==> src/rtl/bram_ecc_decoder_pkg.sv <==
// Shared SECDED definitions for the 72-bit (64 data + 8 check) BRAM code:
// status encoding, check-bit encoder and syndrome-to-data-bit mapping.
package bram_ecc_decoder_pkg;

    typedef enum logic [1:0] {
        ECC_NONE      = 2'd0,
        ECC_SBE_DATA  = 2'd1,
        ECC_SBE_CHECK = 2'd2,
        ECC_UNCORR    = 2'd3
    } ecc_status_t;

    // Data bit d sits at the d-th non-power-of-two Hamming position (3,5,6,7,9..71).
    // Check bit 7 is overall parity across data and check bits 0..6.
    function automatic logic [7:0] ecc_encode64(input logic [63:0] data);
        logic [6:0] c;
        int         d;
        c = '0;
        d = 0;
        for (int k = 1; k < 72; k++) begin
            if ((k & (k - 1)) != 0) begin
                if (data[d[5:0]]) c = c ^ k[6:0];
                d++;
            end
        end
        return {(^data) ^ (^c), c};
    endfunction

    // Position s (3..71, not a power of two) maps to data bit s - 1 - #powers_of_two <= s.
    function automatic logic [5:0] ecc_syn_to_bit(input logic [6:0] s);
        int n;
        n = 0;
        for (int i = 0; i < 7; i++) begin
            if (int'(s) >= (1 << i)) n++;
        end
        return 6'(int'(s) - 1 - n);
    endfunction

endpackage

==> src/rtl/bram_ecc_decoder_if.sv <==
// Word stream into and out of the ECC decoder.
// A word moves on a side when valid & ready are both high at the clock edge; the
// sender holds valid and payload steady until then, ready may depend on valid.
interface bram_ecc_decoder_if #(parameter int TAG_W = 16);
    logic             in_valid;
    logic             in_ready;
    logic [63:0]      in_data;
    logic [7:0]       in_ecc;
    logic [TAG_W-1:0] in_tag;
    logic             out_valid;
    logic             out_ready;
    logic [63:0]      out_data;
    logic [TAG_W-1:0] out_tag;
    logic [1:0]       out_status;
    logic [7:0]       out_syndrome;

    modport master (
        output in_valid, in_data, in_ecc, in_tag, out_ready,
        input  in_ready, out_valid, out_data, out_tag, out_status, out_syndrome
    );

    modport slave (
        input  in_valid, in_data, in_ecc, in_tag, out_ready,
        output in_ready, out_valid, out_data, out_tag, out_status, out_syndrome
    );
endinterface

==> src/rtl/ecc_err_log.sv <==
// Saturating single/uncorrectable error counters plus a sticky first-error log,
// advanced only on output transfers; clear takes priority over any same-cycle event.
module ecc_err_log
    import bram_ecc_decoder_pkg::*;
#(
    parameter int TAG_W = 16,
    parameter int CNT_W = 16
) (
    input  logic             clk_i,
    input  logic             rst_i,
    input  logic             xfer_i,
    input  logic             clr_i,
    input  ecc_status_t      status_i,
    input  logic [TAG_W-1:0] tag_i,
    input  logic [7:0]       syn_i,
    output logic [CNT_W-1:0] sbe_cnt_o,
    output logic [CNT_W-1:0] ue_cnt_o,
    output logic             log_valid_o,
    output logic [TAG_W-1:0] log_tag_o,
    output ecc_status_t      log_status_o,
    output logic [7:0]       log_syn_o
);
    logic [CNT_W-1:0] sbe_cnt_q, ue_cnt_q;
    logic             log_valid_q;
    logic [TAG_W-1:0] log_tag_q;
    ecc_status_t      log_status_q;
    logic [7:0]       log_syn_q;

    always_ff @(posedge clk_i) begin
        if (rst_i || clr_i) begin
            sbe_cnt_q    <= '0;
            ue_cnt_q     <= '0;
            log_valid_q  <= 1'b0;
            log_tag_q    <= '0;
            log_status_q <= ECC_NONE;
            log_syn_q    <= '0;
        end else if (xfer_i) begin
            if ((status_i == ECC_SBE_DATA || status_i == ECC_SBE_CHECK) && sbe_cnt_q != '1)
                sbe_cnt_q <= sbe_cnt_q + CNT_W'(1);
            if (status_i == ECC_UNCORR && ue_cnt_q != '1)
                ue_cnt_q <= ue_cnt_q + CNT_W'(1);
            if (!log_valid_q && status_i != ECC_NONE) begin
                log_valid_q  <= 1'b1;
                log_tag_q    <= tag_i;
                log_status_q <= status_i;
                log_syn_q    <= syn_i;
            end
        end
    end

    assign sbe_cnt_o    = sbe_cnt_q;
    assign ue_cnt_o     = ue_cnt_q;
    assign log_valid_o  = log_valid_q;
    assign log_tag_o    = log_tag_q;
    assign log_status_o = log_status_q;
    assign log_syn_o    = log_syn_q;
endmodule

==> src/rtl/bram_ecc_decoder.sv <==
// Two-stage SECDED check-and-correct for 64-bit BRAM read data: stage 1 forms the
// syndrome and overall parity, stage 2 classifies, corrects and presents the word.
module bram_ecc_decoder
    import bram_ecc_decoder_pkg::*;
#(
    parameter int TAG_W = 16,
    parameter int CNT_W = 16
) (
    input  logic             gclk,
    input  logic             rst,
    bram_ecc_decoder_if.slave bus,
    input  logic             cnt_clr,
    output logic [CNT_W-1:0] sbe_cnt,
    output logic [CNT_W-1:0] ue_cnt,
    output logic             log_valid,
    output logic [TAG_W-1:0] log_tag,
    output logic [1:0]       log_status,
    output logic [7:0]       log_syndrome
);
    logic             s1_valid_q;
    logic [63:0]      s1_data_q;
    logic [TAG_W-1:0] s1_tag_q;
    logic [6:0]       s1_syn_q;
    logic             s1_par_q;

    logic             out_valid_q;
    logic [63:0]      out_data_q;
    logic [TAG_W-1:0] out_tag_q;
    ecc_status_t      out_status_q;
    logic [7:0]       out_syn_q;

    logic        s1_en, s2_en;
    logic [7:0]  enc;
    ecc_status_t status_d;
    logic [63:0] data_d;
    logic [5:0]  bit_idx;
    logic        syn_pow2;

    // Backward enable chain: a stage loads whenever it is empty or drains this cycle.
    assign s2_en        = ~out_valid_q | bus.out_ready;
    assign s1_en        = ~s1_valid_q | s2_en;
    assign bus.in_ready = s1_en;

    assign enc = ecc_encode64(bus.in_data);

    always_ff @(posedge gclk) begin
        if (rst) begin
            s1_valid_q <= 1'b0;
            s1_data_q  <= '0;
            s1_tag_q   <= '0;
            s1_syn_q   <= '0;
            s1_par_q   <= 1'b0;
        end else if (s1_en) begin
            s1_valid_q <= bus.in_valid;
            if (bus.in_valid) begin
                s1_data_q <= bus.in_data;
                s1_tag_q  <= bus.in_tag;
                s1_syn_q  <= enc[6:0] ^ bus.in_ecc[6:0];
                s1_par_q  <= (^bus.in_data) ^ (^bus.in_ecc);
            end
        end
    end

    assign syn_pow2 = (s1_syn_q & (s1_syn_q - 7'd1)) == 7'd0;
    assign bit_idx  = ecc_syn_to_bit(s1_syn_q);

    always_comb begin
        status_d = ECC_NONE;
        data_d   = s1_data_q;
        if (s1_par_q) begin
            if (syn_pow2) begin
                status_d = ECC_SBE_CHECK;
            end else if (s1_syn_q > 7'd71) begin
                status_d = ECC_UNCORR;
            end else begin
                status_d        = ECC_SBE_DATA;
                data_d[bit_idx] = ~s1_data_q[bit_idx];
            end
        end else if (s1_syn_q != 7'd0) begin
            status_d = ECC_UNCORR;
        end
    end

    always_ff @(posedge gclk) begin
        if (rst) begin
            out_valid_q  <= 1'b0;
            out_data_q   <= '0;
            out_tag_q    <= '0;
            out_status_q <= ECC_NONE;
            out_syn_q    <= '0;
        end else if (s2_en) begin
            out_valid_q <= s1_valid_q;
            if (s1_valid_q) begin
                out_data_q   <= data_d;
                out_tag_q    <= s1_tag_q;
                out_status_q <= status_d;
                out_syn_q    <= {s1_par_q, s1_syn_q};
            end
        end
    end

    assign bus.out_valid    = out_valid_q;
    assign bus.out_data     = out_data_q;
    assign bus.out_tag      = out_tag_q;
    assign bus.out_status   = out_status_q;
    assign bus.out_syndrome = out_syn_q;

    ecc_status_t log_status_w;

    ecc_err_log #(.TAG_W(TAG_W), .CNT_W(CNT_W)) u_err_log (
        .clk_i        (gclk),
        .rst_i        (rst),
        .xfer_i       (out_valid_q & bus.out_ready),
        .clr_i        (cnt_clr),
        .status_i     (out_status_q),
        .tag_i        (out_tag_q),
        .syn_i        (out_syn_q),
        .sbe_cnt_o    (sbe_cnt),
        .ue_cnt_o     (ue_cnt),
        .log_valid_o  (log_valid),
        .log_tag_o    (log_tag),
        .log_status_o (log_status_w),
        .log_syn_o    (log_syndrome)
    );

    assign log_status = log_status_w;
endmodule

==> src/flat_wrapper.sv <==
// flat-port wrapper written by rule: the top's interface ports become plain ports
module bram_ecc_decoder_flat import bram_ecc_decoder_pkg::*;
#(
    parameter int TAG_W = 16,
    parameter int CNT_W = 16
)
  (gclk, rst, cnt_clr, sbe_cnt, ue_cnt, log_valid, log_tag, log_status, log_syndrome, bus_in_valid, bus_in_data, bus_in_ecc, bus_in_tag, bus_out_ready, bus_in_ready, bus_out_valid, bus_out_data, bus_out_tag, bus_out_status, bus_out_syndrome);
  bram_ecc_decoder_if #(.TAG_W(TAG_W)) bus_i ();
  input  logic gclk;
  input  logic rst;
  input  logic cnt_clr;
  output logic [CNT_W-1:0] sbe_cnt;
  output logic [CNT_W-1:0] ue_cnt;
  output logic log_valid;
  output logic [TAG_W-1:0] log_tag;
  output logic [1:0] log_status;
  output logic [7:0] log_syndrome;
  input wire logic [$bits(bus_i.in_valid)-1:0] bus_in_valid;
  input wire logic [$bits(bus_i.in_data)-1:0] bus_in_data;
  input wire logic [$bits(bus_i.in_ecc)-1:0] bus_in_ecc;
  input wire logic [$bits(bus_i.in_tag)-1:0] bus_in_tag;
  input wire logic [$bits(bus_i.out_ready)-1:0] bus_out_ready;
  output wire logic [$bits(bus_i.in_ready)-1:0] bus_in_ready;
  output wire logic [$bits(bus_i.out_valid)-1:0] bus_out_valid;
  output wire logic [$bits(bus_i.out_data)-1:0] bus_out_data;
  output wire logic [$bits(bus_i.out_tag)-1:0] bus_out_tag;
  output wire logic [$bits(bus_i.out_status)-1:0] bus_out_status;
  output wire logic [$bits(bus_i.out_syndrome)-1:0] bus_out_syndrome;
  assign bus_i.in_valid = bus_in_valid;
  assign bus_i.in_data = bus_in_data;
  assign bus_i.in_ecc = bus_in_ecc;
  assign bus_i.in_tag = bus_in_tag;
  assign bus_i.out_ready = bus_out_ready;
  assign bus_in_ready = bus_i.in_ready;
  assign bus_out_valid = bus_i.out_valid;
  assign bus_out_data = bus_i.out_data;
  assign bus_out_tag = bus_i.out_tag;
  assign bus_out_status = bus_i.out_status;
  assign bus_out_syndrome = bus_i.out_syndrome;
  bram_ecc_decoder #(.TAG_W(TAG_W), .CNT_W(CNT_W)) u_core (.gclk(gclk), .rst(rst), .bus(bus_i), .cnt_clr(cnt_clr), .sbe_cnt(sbe_cnt), .ue_cnt(ue_cnt), .log_valid(log_valid), .log_tag(log_tag), .log_status(log_status), .log_syndrome(log_syndrome));
endmodule
==> config.mk <==
export PLATFORM = sky130hd
export DESIGN_NAME = bram_ecc_decoder_flat
export DESIGN_NICKNAME = d
export VERILOG_FILES = /design/src/rtl/bram_ecc_decoder_pkg.sv /design/src/rtl/bram_ecc_decoder_if.sv /design/src/rtl/ecc_err_log.sv /design/src/rtl/bram_ecc_decoder.sv /design/src/flat_wrapper.sv
export SDC_FILE = /design/constraint.sdc
export NUM_CORES = 1
export LEC_CHECK = 0
export ABC_AREA = 1
export CAP_MARGIN = 10
export CELL_PAD_IN_SITES_DETAIL_PLACEMENT = 1
export CELL_PAD_IN_SITES_GLOBAL_PLACEMENT = 1
export CORE_MARGIN = 10
export CORE_UTILIZATION = 25
export DETAILED_ROUTE_END_ITERATION = 10
export PLACE_DENSITY_LB_ADDON = 0.3
export SYNTH_ARGS = -nofsm -noshare
export SYNTH_HDL_FRONTEND = slang
export SYNTH_SLANG_ARGS = --single-unit
==> constraint.sdc <==
create_clock -name gclk -period 12.1 [get_ports gclk]
set_input_delay 1.21 -clock gclk [delete_from_list [all_inputs] [get_ports gclk]]
set_output_delay 1.21 -clock gclk [all_outputs]
set_load 0.005 [all_outputs]
==> results.md, run 1 <==
- Post-Synth XOR/XNOR Area: 0.0857
- Largest family of logic cells by synthesized area: simple AND/OR/NAND/NOR gates
- Final Net Count: 2,526
- I/O pins: 244
- Remaining Overflow, GRT: 0
- CTS tree: yes
- Worst vdd ir: 0.338 mV
- Mux cell area share after synthesis: 0
- Iter 0 DRT Violations: 716
- Core Rows: just under 90
- Reg power frac: 0.230
- Final Core Density: 0.320
- Setup Fix Bufs, Post-CTS: 0
- Simple-gate share of the synthesized area: 0.323
- Max Transition Viols Final: 0
- Clk Latency, worst-skew pair: between 0.5 and 0.6 ns
- Average wire per standard cell: 18.4 um
- DR pass1 iterations: 5
- Fmax: about 140 MHz
- Crit-path slowest cell: fa_1
- Via count: 15.0k
- Maxcap violations: 0
- Leakage: 0.00741 uW
- Clock skew: 0.0194 ns
- Fin crit period: around 7 ns
- Netlist cell types: 42
- Footprint of the multi-input gates: 0.00838 mm2
- H-tree depth: 1
- Initial antenna violation count: 1
- Hold Crit Class: reg -> reg
- Yosys reg bits: 239
- Sink Count: between 200 and 250
- Area growth syn-to-layout: 27.3%
- Net Sw Frac: 0.494
- Gate Count Post-Synth: around 2.2k
- Count of input and output buffers: 243
- Final setup fails: 0
- Worst-Margin Slew: 0.994 ns
- Commonest non-fill, non-tap cells in the layout: 723 x nand2_1, 250 x a21oi_1, 242 x clkdlybuf4s50_1
- Total core area: between 0.05 and 0.06 mm2
- Vias in the first global route: 15.6k
- Adder-cell share of the synthesized area: 0.0143
- Crit Path Class: reg -> reg
- Startpoint types: flop
- Die width: 261 um
- Worst path top cell family by delay: simple AND/OR/NAND/NOR gates
- Starting density of the core: 0.252
- CP Data Arrival Time: 7.43 ns
- Critical Path End Type: flop
- Status: complete, no violations
- Critical path required time: roughly 13 ns
- Clock buffer depth: 3
- Dpl hpwl: ~46,000 um
- Fillers: just over 7k
- FF+latch area: 0.00478 mm2
- Post-Syn Area: about 0.014 mm2
- Die height: 261 um
- Mapped Nets: 2,345
- CTS clock-pin slew for the worst setup and hold paths: 0.06 ns
- Setup TNS: 0 ns
- Root Driver: clkbuf_16
- Worst Path Max Fanout: 64
- Psw: ~1800 uW
- DRT antenna net count: 0
- Vias per std cell: 4.68
- Die Footprint: 0.0680 mm2
- Power Internal: 1890 uW
- CTS Buf Count: 31
- Seq/Total Area, Yosys: 0.330
- Compound-gate portion of the synthesized area: 0.153
- Most common cell after layout, fill and taps aside: nand2_1
- Post-cts sizing count: 0
- DRC: 0
- Largest net degree at the start of global routing: 107
- Bufs and invs on worst path: 3
- First-pass GRT wire length: about 90,000 um
- PD cells: around 200 mW/mm2
- Fin. Hold Viols: 0
- Total global routing track utilization: 0.169
- Cts hold-fix bufs: 0
- Hold WS: 0.465 ns
- Share of cells above drive strength 1: 0.0487
- Fin crit share: 0.580
- Clock share of power: 0.245
- Slew margin rel.: 0.336
- CP peak stage delay: around 1.1 ns
- Synth Warn #: 0
- Most used cell, CP: nand2_1
- Syn_area_per_cell: 6.48 um2
- Combinational fraction of design power: 0.525
- Total Wirelength: between 50,000 and 60,000 um
- GPL Wtd Cong: between 0.8 and 0.9
- RSZ-0062 raised after global routing: false
==> worst min-delay path: cells and delay by family (launching register included) <==
kind               cells  cell delay, ns
and+or+nand+nor        1            0.06
DFF                    1            0.31
AOI/OAI and AO/OA      1            0.05
==> per-layer routing <==
metal / GRT usage / share of wire / vias up
met5: 0 / 0 / -
li1: - / - / 7466
met4: 0.0492 / 0.028 / 0
met1: 0.205 / 0.44 / 7175
met2: 0.301 / 0.49 / 284
met3: 0.0269 / 0.041 / 82
==> cell usage after synthesis (all sizes together) <==
cell type | instances | area share
nand2 | 740 | 0.20
a21oi | 251 | 0.087
dfxtp | 239 | 0.33
inv | 220 | 0.057
o21ai | 181 | 0.063
nor2 | 172 | 0.054
clkbuf | 72 | 0.019
xnor2 | 72 | 0.044
nand3b | 69 | 0.036
xor2 | 69 | 0.042
nand3 | 52 | 0.018
buf | 30 | 0.017
nand4 | 19 | 0.0082
ha | 15 | 0.013
nor3 | 13 | 0.0052
or2 | 10 | 0.0045
o21a | 3 | 0.0016
a31oi | 2 | 0.00086
nor4 | 2 | 0.00086
a211oi | 1 | 0.00052
a21boi | 1 | 0.00052
clkinv | 1 | 0.00026
fa | 1 | 0.0014
nor3b | 1 | 0.00052
==> cell type report <==
cell class                 count  share of cell area
antenna                        1            0.000136
clock buffer                  44              0.0485
clock inverter                14             0.00597
inverter                     221              0.0452
multi-input combinational   1674               0.454
sequential                   239               0.259
tap                          765              0.0519
timing repair buffer         250               0.134
==> per-stage QoR <==
| stage | total power [uW] | std cells | setup slack [ns] | area (um2) |
|---|---|---|---|---|
| after floorplan | 2490 | 2236 | 6.88 | 14500 |
| after CTS | 3790 | 3207 | 5.00 | 18400 |
| after global routing | 4070 | 3207 | 4.28 | 18400 |
| final | 3730 | 3208 | 5.08 | 18400 |
| after global placement | 2800 | 3149 | 5.34 | 17400 |
| after detailed placement | 2850 | 3149 | 5.06 | 17400 |
==> cells by family (layout without fill, tap and decap cells) <==
| kind of cell | Yosys count | in the layout |
|---|---|---|
| adders and majority gates | 16 | 16 |
| and+or+nand+nor | 1078 | 1078 |
| buffers and inverters | 323 | 529 |
| AOI/OAI and AO/OA | 439 | 439 |
| other | 0 | 1 |
| DFF | 239 | 239 |
| xor gates and xnor gates | 141 | 141 |
==> path summary, 6_finish.rpt <==
path / from / to / slack (ns) / depth (start not counted)
setup reg to reg: u_core.s1_syn_q[4] / u_core.bus.out_data[21] / 5.08 / 33
hold reg to reg: u_core.bus.out_data[7] / u_core.bus.out_data[7] / 0.47 / 2
hold / removal: u_core.bus.out_data[7] / u_core.bus.out_data[7] / 0.47 / 2
setup / recovery: u_core.s1_syn_q[4] / u_core.bus.out_data[21] / 5.08 / 33
==> state kept, by name, summed over array words and instances, names as in the netlist, 2 cells and up <==
signal and count:
u_core.bus.out_data 64, u_core.bus.out_status 2, u_core.bus.out_syndrome 8, u_core.bus.out_tag 16
u_core.s1_data_q 64, u_core.s1_syn_q 7, u_core.s1_tag_q 16, u_core.u_err_log.log_status_o 2
u_core.u_err_log.log_syn_o 8, u_core.u_err_log.log_tag_o 16, u_core.u_err_log.sbe_cnt_o 16, u_core.u_err_log.ue_cnt_o 16
==> power by group through the flow <==
| stage | Clock, uW | Sequential, uW | Combinational (uW) |
|---|---|---|---|
| 3_3_place_gp | 0 | 875 | 1920 |
| 6_report | 914 | 859 | 1960 |
| 5_1_grt | 979 | 864 | 2230 |
| 2_1_floorplan | 0 | 866 | 1620 |
| 3_5_place_dp | 0 | 876 | 1970 |
| 4_1_cts | 944 | 859 | 1980 |
(Power assumes the default switching activity.)
==> inputs of run 2 (changes only) <==
==> constraint.sdc (replaced) <==
create_clock -name gclk -period 6.96 [get_ports gclk]
set_input_delay 0.696 -clock gclk [delete_from_list [all_inputs] [get_ports gclk]]
set_output_delay 0.696 -clock gclk [all_outputs]
set_load 0.005 [all_outputs]
==> results.md, run 2 (synthesis gave the netlist of run 1 again) <==
- Max Transition Viols Final: 0
- DRC: 0
- First-pass GRT wire length: between 80,000 and 90,000 um
- DRT antenna net count: 0
- Cts hold-fix bufs: 0
- Startpoint types: flop
- Clk Latency, worst-skew pair: 0.58 ns
- Core Rows: 88
- Commonest non-fill, non-tap cells in the layout: 723 x nand2_1, 250 x a21oi_1, 242 x clkdlybuf4s50_1
- Average wire per standard cell: between 15 and 20 um
- Critical path required time: between 7 and 8 ns
- Crit-path slowest cell: fa_1
- Die width: 261 um
- Fillers: 7,217
- Remaining Overflow, GRT: 0
- FF+latch area: 0.00478 mm2
- PD cells: 365 mW/mm2
- Dpl hpwl: 45,600 um
- Hold WS: roughly 0.45 ns
- Clock skew: 0.0116 ns
- DR pass1 iterations: 5
- Crit. path cell count: 33
- Leakage: 0.00748 uW
- Worst vdd ir: just over 0.6 mV
- Worst Hold Depth: 4
- Die height: 261 um
- Largest net degree at the start of global routing: 104
- Total Wirelength: just under 60,000 um
- Total global routing track utilization: 0.167
- Critical Path End Type: flop
- Slew margin rel.: 0.282
- Total core area: approximately 0.058 mm2
- Worst Path Max Fanout: 64
- CTS Buf Count: 31
- Vias in the first global route: 15.7k
- Via count: roughly 15k
- Worst Reg-to-Reg Cells: 33
- Most common cell after layout, fill and taps aside: nand2_1
- Final setup fails: 0
- CP peak stage delay: 0.61 ns
- Met1 WL: 25,500 um
- Initial antenna violation count: 5
- Fmax: roughly 160 MHz
- Fin crit share: 0.888
- Hold Crit Class: in -> reg
- Maxcap violations: 0
- Footprint of the multi-input gates: 0.00840 mm2
- Highest routed metal layer: met5
- CP Data Arrival Time: 6.60 ns
- Status: complete, no violations
- Area growth syn-to-layout: 28.6%
- Worst path top cell family by delay: simple AND/OR/NAND/NOR gates
- Iter 0 DRT Violations: around 700
- Placed cell count: 3,155
- Die Footprint: 0.0680 mm2
- Final Net Count: roughly 2.5k
- Vias per std cell: between 4 and 5
- CTS tree: yes
- H-tree depth: 1
- Worst-Margin Slew: ~1.1 ns
- Non-Filler Instances: 3,216
- I/O pins: between 200 and 250
- CTS clock-pin slew for the worst setup and hold paths: roughly 0.060 ns
- Crit Path Class: reg -> reg
- Most used cell, CP: nand2_1
- Root Driver: clkbuf_16
- Setup TNS: 0 ns
- Sink Count: between 200 and 250
- Bufs and invs on worst path: 3
- Fin crit period: 6.18 ns
- Met3 wire length: roughly 2800 um
- GPL Wtd Cong: 0.837
- Share of cells above drive strength 1: 0.0523
- Starting density of the core: 0.252
- Met2 WL: 28,900 um
- Fin. Hold Viols: 0
- RSZ-0062 raised after global routing: false
- Count of input and output buffers: 243
- Clock buffer depth: 3
run 2: cell count changes in the layout (fill, tap and decap cells not counted), sizes merged:
cell	before	now
buf	8	14
diode	1	3
bufinv	1	6
clkbuf	44	40
clkinvlp	3	2
run 2: cell type report:
type / count / area share
antenna: 3 / 0.000403
clock buffer: 40 / 0.0461
clock inverter: 18 / 0.0138
inverter: 221 / 0.0450
multi-input combinational: 1674 / 0.451
sequential: 239 / 0.257
tap: 765 / 0.0514
timing repair buffer: 256 / 0.136
run 2: repair_timing:
| item | CTS | global route |
|---|---|---|
| endpoints found under the setup margin | 0 | 64 |
| gates resized for setup | 0 | 3 |
| setup buffers | 0 | 0 |
run 2: worst paths after layout:
kind / start / end / slack [ns]
worst max-delay path: u_core.s1_syn_q[4] / u_core.bus.out_data[46] / 0.78
worst min register to register: u_core.bus.out_data[40] / u_core.bus.out_data[40] / 0.46
worst min-delay path: rst / u_core.bus.out_tag[4] / 0.45
worst max register to register: u_core.s1_syn_q[4] / u_core.bus.out_data[46] / 0.78
run 2: worst reg2reg max path, delay by kind of cell (launching register included):
| family | cells | cell delay (ns) |
|---|---|---|
| xor gates and xnor gates | 1 | 0.25 |
| adders and majority gates | 6 | 1.99 |
| AOI/OAI and AO/OA | 2 | 0.20 |
| and+or+nand+nor | 21 | 2.68 |
| buffers and inverters | 3 | 0.53 |
| DFF | 1 | 0.38 |
run 2: per-layer routing:
layer / vias up / GRT usage
li1: 7465 / -
met1: 7208 / 0.200
met2: 275 / 0.303
met3: 79 / 0.0297
met4: 6 / 0.0415
met5: - / 0
run 2: stage by stage:
| stage | setup WS (ns) | total power, uW | util | area [um2] |
|---|---|---|---|---|
| 2_1_floorplan | 1.74 | 4320 | - | 14500 |
| 4_1_cts | 0.402 | 6770 | 0.323 | 18600 |
| 3_5_place_dp | 0.446 | 4990 | 0.304 | 17500 |
| 3_3_place_gp | 0.777 | 4910 | 0.304 | 17500 |
| 6_report | 0.777 | 6800 | 0.323 | 18600 |
| 5_1_grt | 0.136 | 7340 | 0.323 | 18600 |
run 2: power breakdown:
group	switching, uW	total, uW	internal [uW]
Clock	668	1760	1090
Combinational	2560	3550	984
Sequential	52.6	1490	1440
Total	3280	6800	3520
==> RTL change, RTL diff (settings of run 2) <==
Register the output `sbe_cnt`; this adds one clock of latency there. The other outputs are not delayed to match.
--- a/src/rtl/bram_ecc_decoder.sv
+++ b/src/rtl/bram_ecc_decoder.sv
@@ -18,4 +18,6 @@
     output logic [7:0]       log_syndrome
 );
+
+    logic [CNT_W-1:0] sbe_cnt_d;
     logic             s1_valid_q;
     logic [63:0]      s1_data_q;
@@ -116,5 +118,5 @@
         .tag_i        (out_tag_q),
         .syn_i        (out_syn_q),
-        .sbe_cnt_o    (sbe_cnt),
+        .sbe_cnt_o    (sbe_cnt_d),
         .ue_cnt_o     (ue_cnt),
         .log_valid_o  (log_valid),
@@ -125,4 +127,8 @@
 
     assign log_status = log_status_w;
+    always_ff @(posedge gclk) begin
+        sbe_cnt <= sbe_cnt_d;
+    end
+
 endmodule
 
Behaviour: not the same (a bounded check fails within 4 cycles, from zero or initial values and one cycle with rst high).
==> RTL change against run 2 <==
- utilization grew 0.27 points
- cell area grew 1.0%
- synthesized area up 0.47%
- setup slack lost 0.26 ns
- maximum frequency shrank 4.1%
- first-iteration DRC count decreased by 13%
- power decreased by 1.5%
- sequential cell count rose by 16
- synthesized cell count increased by 0.49%
- critical path depth down 3
- largest power group unchanged
- wire length down 0.19%
==> RTL change: results (changes against run 2) <==
{| class="wikitable"
! Metric !! Value
|-
| Hold crit path type || flip-flop to flip-flop
|-
| Signal inverters || 219 (-0.90%)
|-
| Count of flip-flops and latches || 255 (+6.7%)
|-
| Largest fanout of any net on the critical path || 20 (-69%)
|-
| Status || completed
|-
| Source of the worst hold timing path || u_core.u_err_log.sbe_cnt_o[9]$_SDFFE_PP0P_
|-
| Transition time of the tightest slew-check pin || 1.04 ns (-0.0385 ns)
|-
| Cell types with the highest counts after synthesis || sky130_fd_sc_hd__nand2_1, sky130_fd_sc_hd__dfxtp_1, sky130_fd_sc_hd__a21oi_1, sky130_fd_sc_hd__inv_1, sky130_fd_sc_hd__o21ai_0
|-
| Wire length of the first global-routing pass || 89500 um (-0.22%)
|-
| Fraction of cell area in non-clock buffers || 13.9% (+0.37 points)
|-
| Worst hold path cell count || 0 (-4)
|-
| FF-to-FF End || u_core.bus.out_data[6]$_SDFFE_PP0P_
|-
| Sequential share of cell area || 27.1% (+1.4 points)
|-
| Worst min-delay path endpoint || u_core.sbe_cnt[9]$_DFF_P_
|-
| Worst R2R Setup Slack || 0.51 ns (-0.26 ns)
|-
| Non-CTS buffers || 267 (+4.3%)
|-
| Data arrival time of the worst path || 6.86 ns (+0.26 ns)
|-
| Clk_skew || 0.0161 ns (+0.00453 ns)
|-
| Final estimated routing congestion in global placement || 0.842 (+0.65%)
|-
| Multi-input logic area || 8200 um2 (-2.4%)
|-
| Pin count of the biggest net entering global routing || 87 (-16%)
|-
| Worst-case vdd ir drop || 0.000340 V (-45%)
|-
| Antenna violations before repair || 0 (-5)
|-
| Overall global routing resource usage || 16.5% (-0.21 points)
|-
| Largest stage delay on the critical path || 0.74 ns (+0.13 ns)
|-
| Number of violations reported at the end of detailed-routing iteration 0 || 602 (-13%)
|-
| Via count of the first global-routing pass || 15600 (-0.90%)
|-
| Layout clock area frac || 5.90% (-0.10 points)
|}
RTL change: cell types whose count changed after synthesis, moves of 5 or more:
cell | before | now
sky130_fd_sc_hd__dfxtp_1 | 239 | 255
sky130_fd_sc_hd__nor2_4 | 17 | 3
sky130_fd_sc_hd__nand2_2 | 11 | 2
sky130_fd_sc_hd__buf_6 | 15 | 8
sky130_fd_sc_hd__o21ai_0 | 174 | 180
sky130_fd_sc_hd__xnor2_1 | 72 | 66
sky130_fd_sc_hd__nor2_1 | 153 | 166
sky130_fd_sc_hd__nor3_1 | 11 | 6
sky130_fd_sc_hd__nand2_1 | 725 | 743
RTL change: metrics by stage:
step	instances	instance area (um2)	utilization [%]	hold WS, ns	setup WS [ns]
2_1_floorplan	2247	14600	-	0.363	1.64
3_3_place_gp	3179	17700	30.7	0.381	0.742
3_5_place_dp	3179	17700	30.7	0.387	0.341
4_1_cts	3235	18800	32.6	0.396	0.308
5_1_grt	3236	18800	32.6	0.406	0.0183
6_report	3236	18800	32.6	0.392	0.515
RTL change: kinds of logic (layout without fill, tap and decap cells):
family                     count (synthesis)  count (layout)  synth area share, %
and+or+nand+nor                         1081            1081                 31.1
AOI/OAI and AO/OA                        441             441                 15.4
buffers and inverters                    318             542                 8.78
DFF                                      255             255                 35.1
xor gates and xnor gates                 136             136                 8.31
adders and majority gates                 16              16                 1.43
RTL change: metal layers:
metal,GRT usage [%],up-vias,wire length [um],share of wire (%)
met2,29.6,256,29200,50
met1,20.6,7283,26000,44
li1,-,7548,-,-
met3,2.29,57,2440,4.2
met4,3.55,0,996,1.7
met5,0,-,0,0
RTL change: report_power, final:
group	internal (uW)	leakage [uW]	switching [uW]
clock network	1080	0.000546	672
registers	1530	0.00209	50.8
logic	938	0.00507	2420
total	3550	0.00770	3150
